### config.mk
export PLATFORM = sky130hd
export DESIGN_NAME = modulo_counter_prog
export DESIGN_NICKNAME = d
export VERILOG_FILES = /design/src/rtl/modulo_counter_prog.sv
export SDC_FILE = /design/constraint.sdc
export NUM_CORES = 1
export LEC_CHECK = 0
export ABC_AREA = 0
export BUFFER_PORTS_ARGS = -buffer_cell sky130_fd_sc_hd__buf_2
export CAP_MARGIN = 20
export CORE_MARGIN = 5
export CORE_UTILIZATION = 50
export CTS_BUF_LIST = sky130_fd_sc_hd__clkbuf_16
export DETAILED_ROUTE_END_ITERATION = 7
export GPL_TIMING_DRIVEN = 0
export PLACE_DENSITY = 0.74
export SETUP_SLACK_MARGIN = 0.15
export SYNTH_ARGS = -nofsm -noshare
export SYNTH_HDL_FRONTEND = slang
export SYNTH_SLANG_ARGS = --single-unit
export TNS_END_PERCENT = 5
### constraint.sdc
create_clock -name clk -period 5.7 [get_ports clk]
set_input_delay 0.57 -clock clk [delete_from_list [all_inputs] [get_ports clk]]
set_output_delay 0.57 -clock clk [all_outputs]
set_load 0.03 [all_outputs]
### src/rtl/modulo_counter_prog.sv
// Runtime-programmable modulo-M up/down counter with terminal-count pulse,
// divide-by-2M toggle output and out-of-range correction flag.
module modulo_counter_prog #(
    parameter int unsigned           WIDTH     = 8,
    parameter logic [WIDTH-1:0]      RESET_VAL = '0
) (
    input  logic             clk,
    input  logic             reset,
    input  logic             en,
    input  logic             up,
    input  logic             load,
    input  logic [WIDTH-1:0] load_val,
    input  logic [WIDTH-1:0] mod_val,
    output logic [WIDTH-1:0] state,
    output logic             tc,
    output logic             out,
    output logic             range_err
);

    logic [WIDTH-1:0] m_last;
    logic             in_range;
    logic             at_top;
    logic             at_bottom;

    logic [WIDTH-1:0] state_next;
    logic             tc_next;
    logic             out_next;
    logic             range_err_next;

    // mod_val == 0 encodes M = 2^WIDTH, so M-1 wraps naturally to all ones
    // and every representable count is in range.
    assign m_last    = mod_val - WIDTH'(1);
    assign in_range  = (mod_val == '0) || (state < mod_val);
    assign at_top    = (state == m_last);
    assign at_bottom = (state == '0);

    // NOTE: every signal gets a default before any branch so no path leaves
    // it unassigned; a missing default here would infer a latch.
    always_comb begin
        state_next     = state;
        tc_next        = 1'b0;
        out_next       = out;
        range_err_next = 1'b0;

        if (load) begin
            state_next = load_val;
        end else if (en) begin
            if (!in_range) begin
                // Correction back into range is deliberately not a wrap.
                state_next     = up ? '0 : m_last;
                range_err_next = 1'b1;
            end else if (up) begin
                if (at_top) begin
                    state_next = '0;
                    tc_next    = 1'b1;
                    out_next   = ~out;
                end else begin
                    state_next = state + WIDTH'(1);
                end
            end else begin
                if (at_bottom) begin
                    state_next = m_last;
                    tc_next    = 1'b1;
                    out_next   = ~out;
                end else begin
                    state_next = state - WIDTH'(1);
                end
            end
        end
    end

    // NOTE: registered state uses non-blocking assignments so all flops update
    // together from values sampled at the same edge.
    always_ff @(posedge clk) begin
        if (reset) begin
            state     <= RESET_VAL;
            tc        <= 1'b0;
            out       <= 1'b0;
            range_err <= 1'b0;
        end else begin
            state     <= state_next;
            tc        <= tc_next;
            out       <= out_next;
            range_err <= range_err_next;
        end
    end

endmodule

==> metrics <==
area overhead of the layout relative to synthesis 17.83%; most common library cells after synthesis sky130_fd_sc_hd__nor2_1 (24), sky130_fd_sc_hd__a21oi_1 (17), sky130_fd_sc_hd__inv_1 (17), sky130_fd_sc_hd__ha_1 (13); static power due to leakage slightly below 0.0008 uW; placeable core region 3003 um2; TritonCTS clock tree built; nets in the synthesized netlist 245; Tightest Pin Transition 0.7227 ns; final HPWL from detailed placement 3.660 mm; global-route wire length before repair approximately 7.4 mm; final-layout worst hold slack 0.5568 ns; final RePlAce weighted congestion 0.9974; Post-Syn Instances 211; Critical Path Max Stage Delay around 0.62 ns; Std-Cell Rows 20; Via Count 1,748; highest net fanout along the worst path 10; final routed DRC violation total 0; setup repair after global routing missed its margin no; hold wc startpoint out; CP Launch Type flop; endpoint with the worst hold slack out; Tcrit/Tclk final 52.42%; number of nets with antenna violations after detailed routing 0; # port buffers 31; clock network latency to the later pin of the worst-skew pair 0.25 ns; number of cells upsized or downsized after cts 0; Post-Syn Area per Cell 7.317 um2; share of synthesized area occupied by flip-flops and latches 14.26%; total inserted antenna cells 0; accumulated negative setup slack 0 ns; launching point of the worst reg2reg path state[0]; antenna violations before repair 0; share of post-route cells with drive strength above 1 18.70%; cell taking the most area after synthesis sky130_fd_sc_hd__dfxtp_1; y dimension of the die 65.57 um; leading cell types by total area after synthesis sky130_fd_sc_hd__dfxtp_1 (14%), sky130_fd_sc_hd__ha_1 (11%), sky130_fd_sc_hd__nor2_1 (5.8%); worst path arrival time approximately 3.1 ns; element type at the critical path end flop; EDFF count, synth 0; buffer cell driving the clock tree root sky130_fd_sc_hd__clkbuf_16; post-synthesis cell area 1544 um2; post-route core utilization 60.58%; share of async-settable or async-resettable flops after synthesis 0%; total count of hold-check failures in the final report 0; Critical Setup Path Class flop to flop; drt wl/cell 16.58 um; overall global routing resource usage 22.20%; top-level I/O count 32; Worst Hold Path Cells 2; kind of path behind the tightest hold check flop to flop; number of register bits inferred by synthesis 11; Top FF cell, synth sky130_fd_sc_hd__dfxtp_1; via count of the first global-routing pass between 1,500 and 2,000; number of failing setup endpoints in the final timing report 0; worst reg2reg path endpoint state[4]; Clock Skews roughly 0.013 ns; detail-routed via count per cell 6.265; largest net degree at the start of global routing 11; clock slew at the register clock pins of the worst setup and hold paths 0.05 ns; CTS H-tree depth 1; PwrDens about 230 nW/um2; total number of nets in the final design 281; worst reg2reg path depth 10; highest attainable clock frequency 0.3347 GHz; detailed router's first-iteration violation count 153; Die Wd 65.57 um; clock tree sinks 11; Netlist cell types 56; number of buffers on the longest clock path 2; gr ovfl total 0; fraction of post-synthesis cell area in the top cell type by area 14.26%; total CTS buffers 3; R2R setup slack between 2 and 3 ns; worst-case vdd ir drop 0.0001031 V; required time reported for the critical path endpoint approximately 5.8 ns; worst rel slew slack 51.45%; library cell appearing most often on the critical path sky130_fd_sc_hd__nor3_1; run status finished, final reports clean; slowest CP cell sky130_fd_sc_hd__nor3_1; router iterations before antenna repair 5; max-slew violation count 0; number of buffers added to fix hold violations after cts 0; area of the die 4299 um2; Post CTS Setup Buffer Count 0; cell breakdown of the critical path clkbuf_1 -> inv_1 -> ha_1 -> nand2b_1 -> a21oi_1 -> nor3_1 -> nor3_1 -> nor2_1 -> mux2_2 -> o31ai_1; maximum capacitance violations 0; Routed WL 4.625 mm; most instantiated library cell after synthesis sky130_fd_sc_hd__nor2_1; Yosys warning count 0; Period minus WS final 2.988 ns; Starting Density 51.42%
[sequential cells by signal, indices dropped and copies added, names as in the netlist]
| register | cells |
|---|---|
| tc | 1 |
| range_err | 1 |
| state | 8 |
| out | 1 |
[cells by family after synthesis]
logic type | after synthesis | share of synthesized area [%]
xor gates and xnor gates | 13 | 8.266
buffers and inverters | 29 | 7.212
adders and majority gates | 13 | 10.54
muxes | 5 | 3.484
DFF | 11 | 14.26
AOI/OAI and AO/OA | 64 | 28.37
and+or+nand+nor | 76 | 27.88
[per-layer routing]
layer  GRT usage (%)  wire (um)  vias up
met5               0          0        -
met4           6.477         61        0
met3           3.761        327        6
met2           36.03       2172       66
met1           29.96       2064      820
li1                -          -      856
[report_power, final]
group	leakage (uW)	switching, uW	internal, uW	total [uW]
logic	0.000650	117	70.4	187
clock network	0.0000423	37.4	92.3	130
registers	0.0000908	8.60	84.5	93.1
total	0.000783	163	247	410
[cell usage in the layout (no fill, tap or decap), drive strengths merged, types with 2 or more instances in the layout]
master,instances
buf,34
nor2,25
inv,18
a21oi,18
ha,13
clkbuf,12
o21ai,11
dfxtp,11
xnor2,9
nor3,9
nand2,7
nand3,7
a211oi,5
o31ai,5
nand2b,4
o211ai,4
or3,4
and3,3
xor2,3
nand4,3
o32a,3
nor2b,3
mux2,3
nor4,2
and4,2
mux2i,2
nor3b,2
and2,2
a32oi,2
a221oi,2
nor4b,2
[critical path: cells and delay by family (launching register included)]
kind,cells,cell delay [ns]
and+or+nand+nor,4,0.99
buffers and inverters,2,0.56
AOI/OAI and AO/OA,2,0.43
DFF,1,0.34
muxes,1,0.32
adders and majority gates,1,0.22
[final cells by class]
type | instances | area (um2)
Inverter | 17 | 63.81
Tap cell | 33 | 41.29
Timing Repair Buffer | 31 | 155.1
Multi-Input combinational cell | 171 | 1212
Clock inverter | 1 | 3.754
Fill cell | 306 | 1184
Buffer | 12 | 47.55
Sequential cell | 11 | 220.2
Clock buffer | 3 | 75.07
[stage by stage]
stage	instance area (um2)	instances	power [uW]	worst slack, ns
after floorplan	1544	211	226.1	3.272
after global placement	1740	275	276.7	2.818
after detailed placement	1740	275	278.6	2.814
after CTS	1819	279	409.0	2.794
after global routing	1819	279	435.8	2.600
final	1819	279	410.1	2.712
[how the worst max path moves through the flow]
stage	slack (ns)	to	start	cells after the start
floorplan	3.27	state[4]	state[0]	10
global placement	2.82	state[4]	mod_val[3]	10
detailed placement	2.81	state[4]	state[0]	10
CTS	2.79	state[4]	state[0]	10
global route	2.60	state[4]	state[0]	10
finish	2.71	state[4]	state[0]	10
Power figures use the tool's default switching activity.
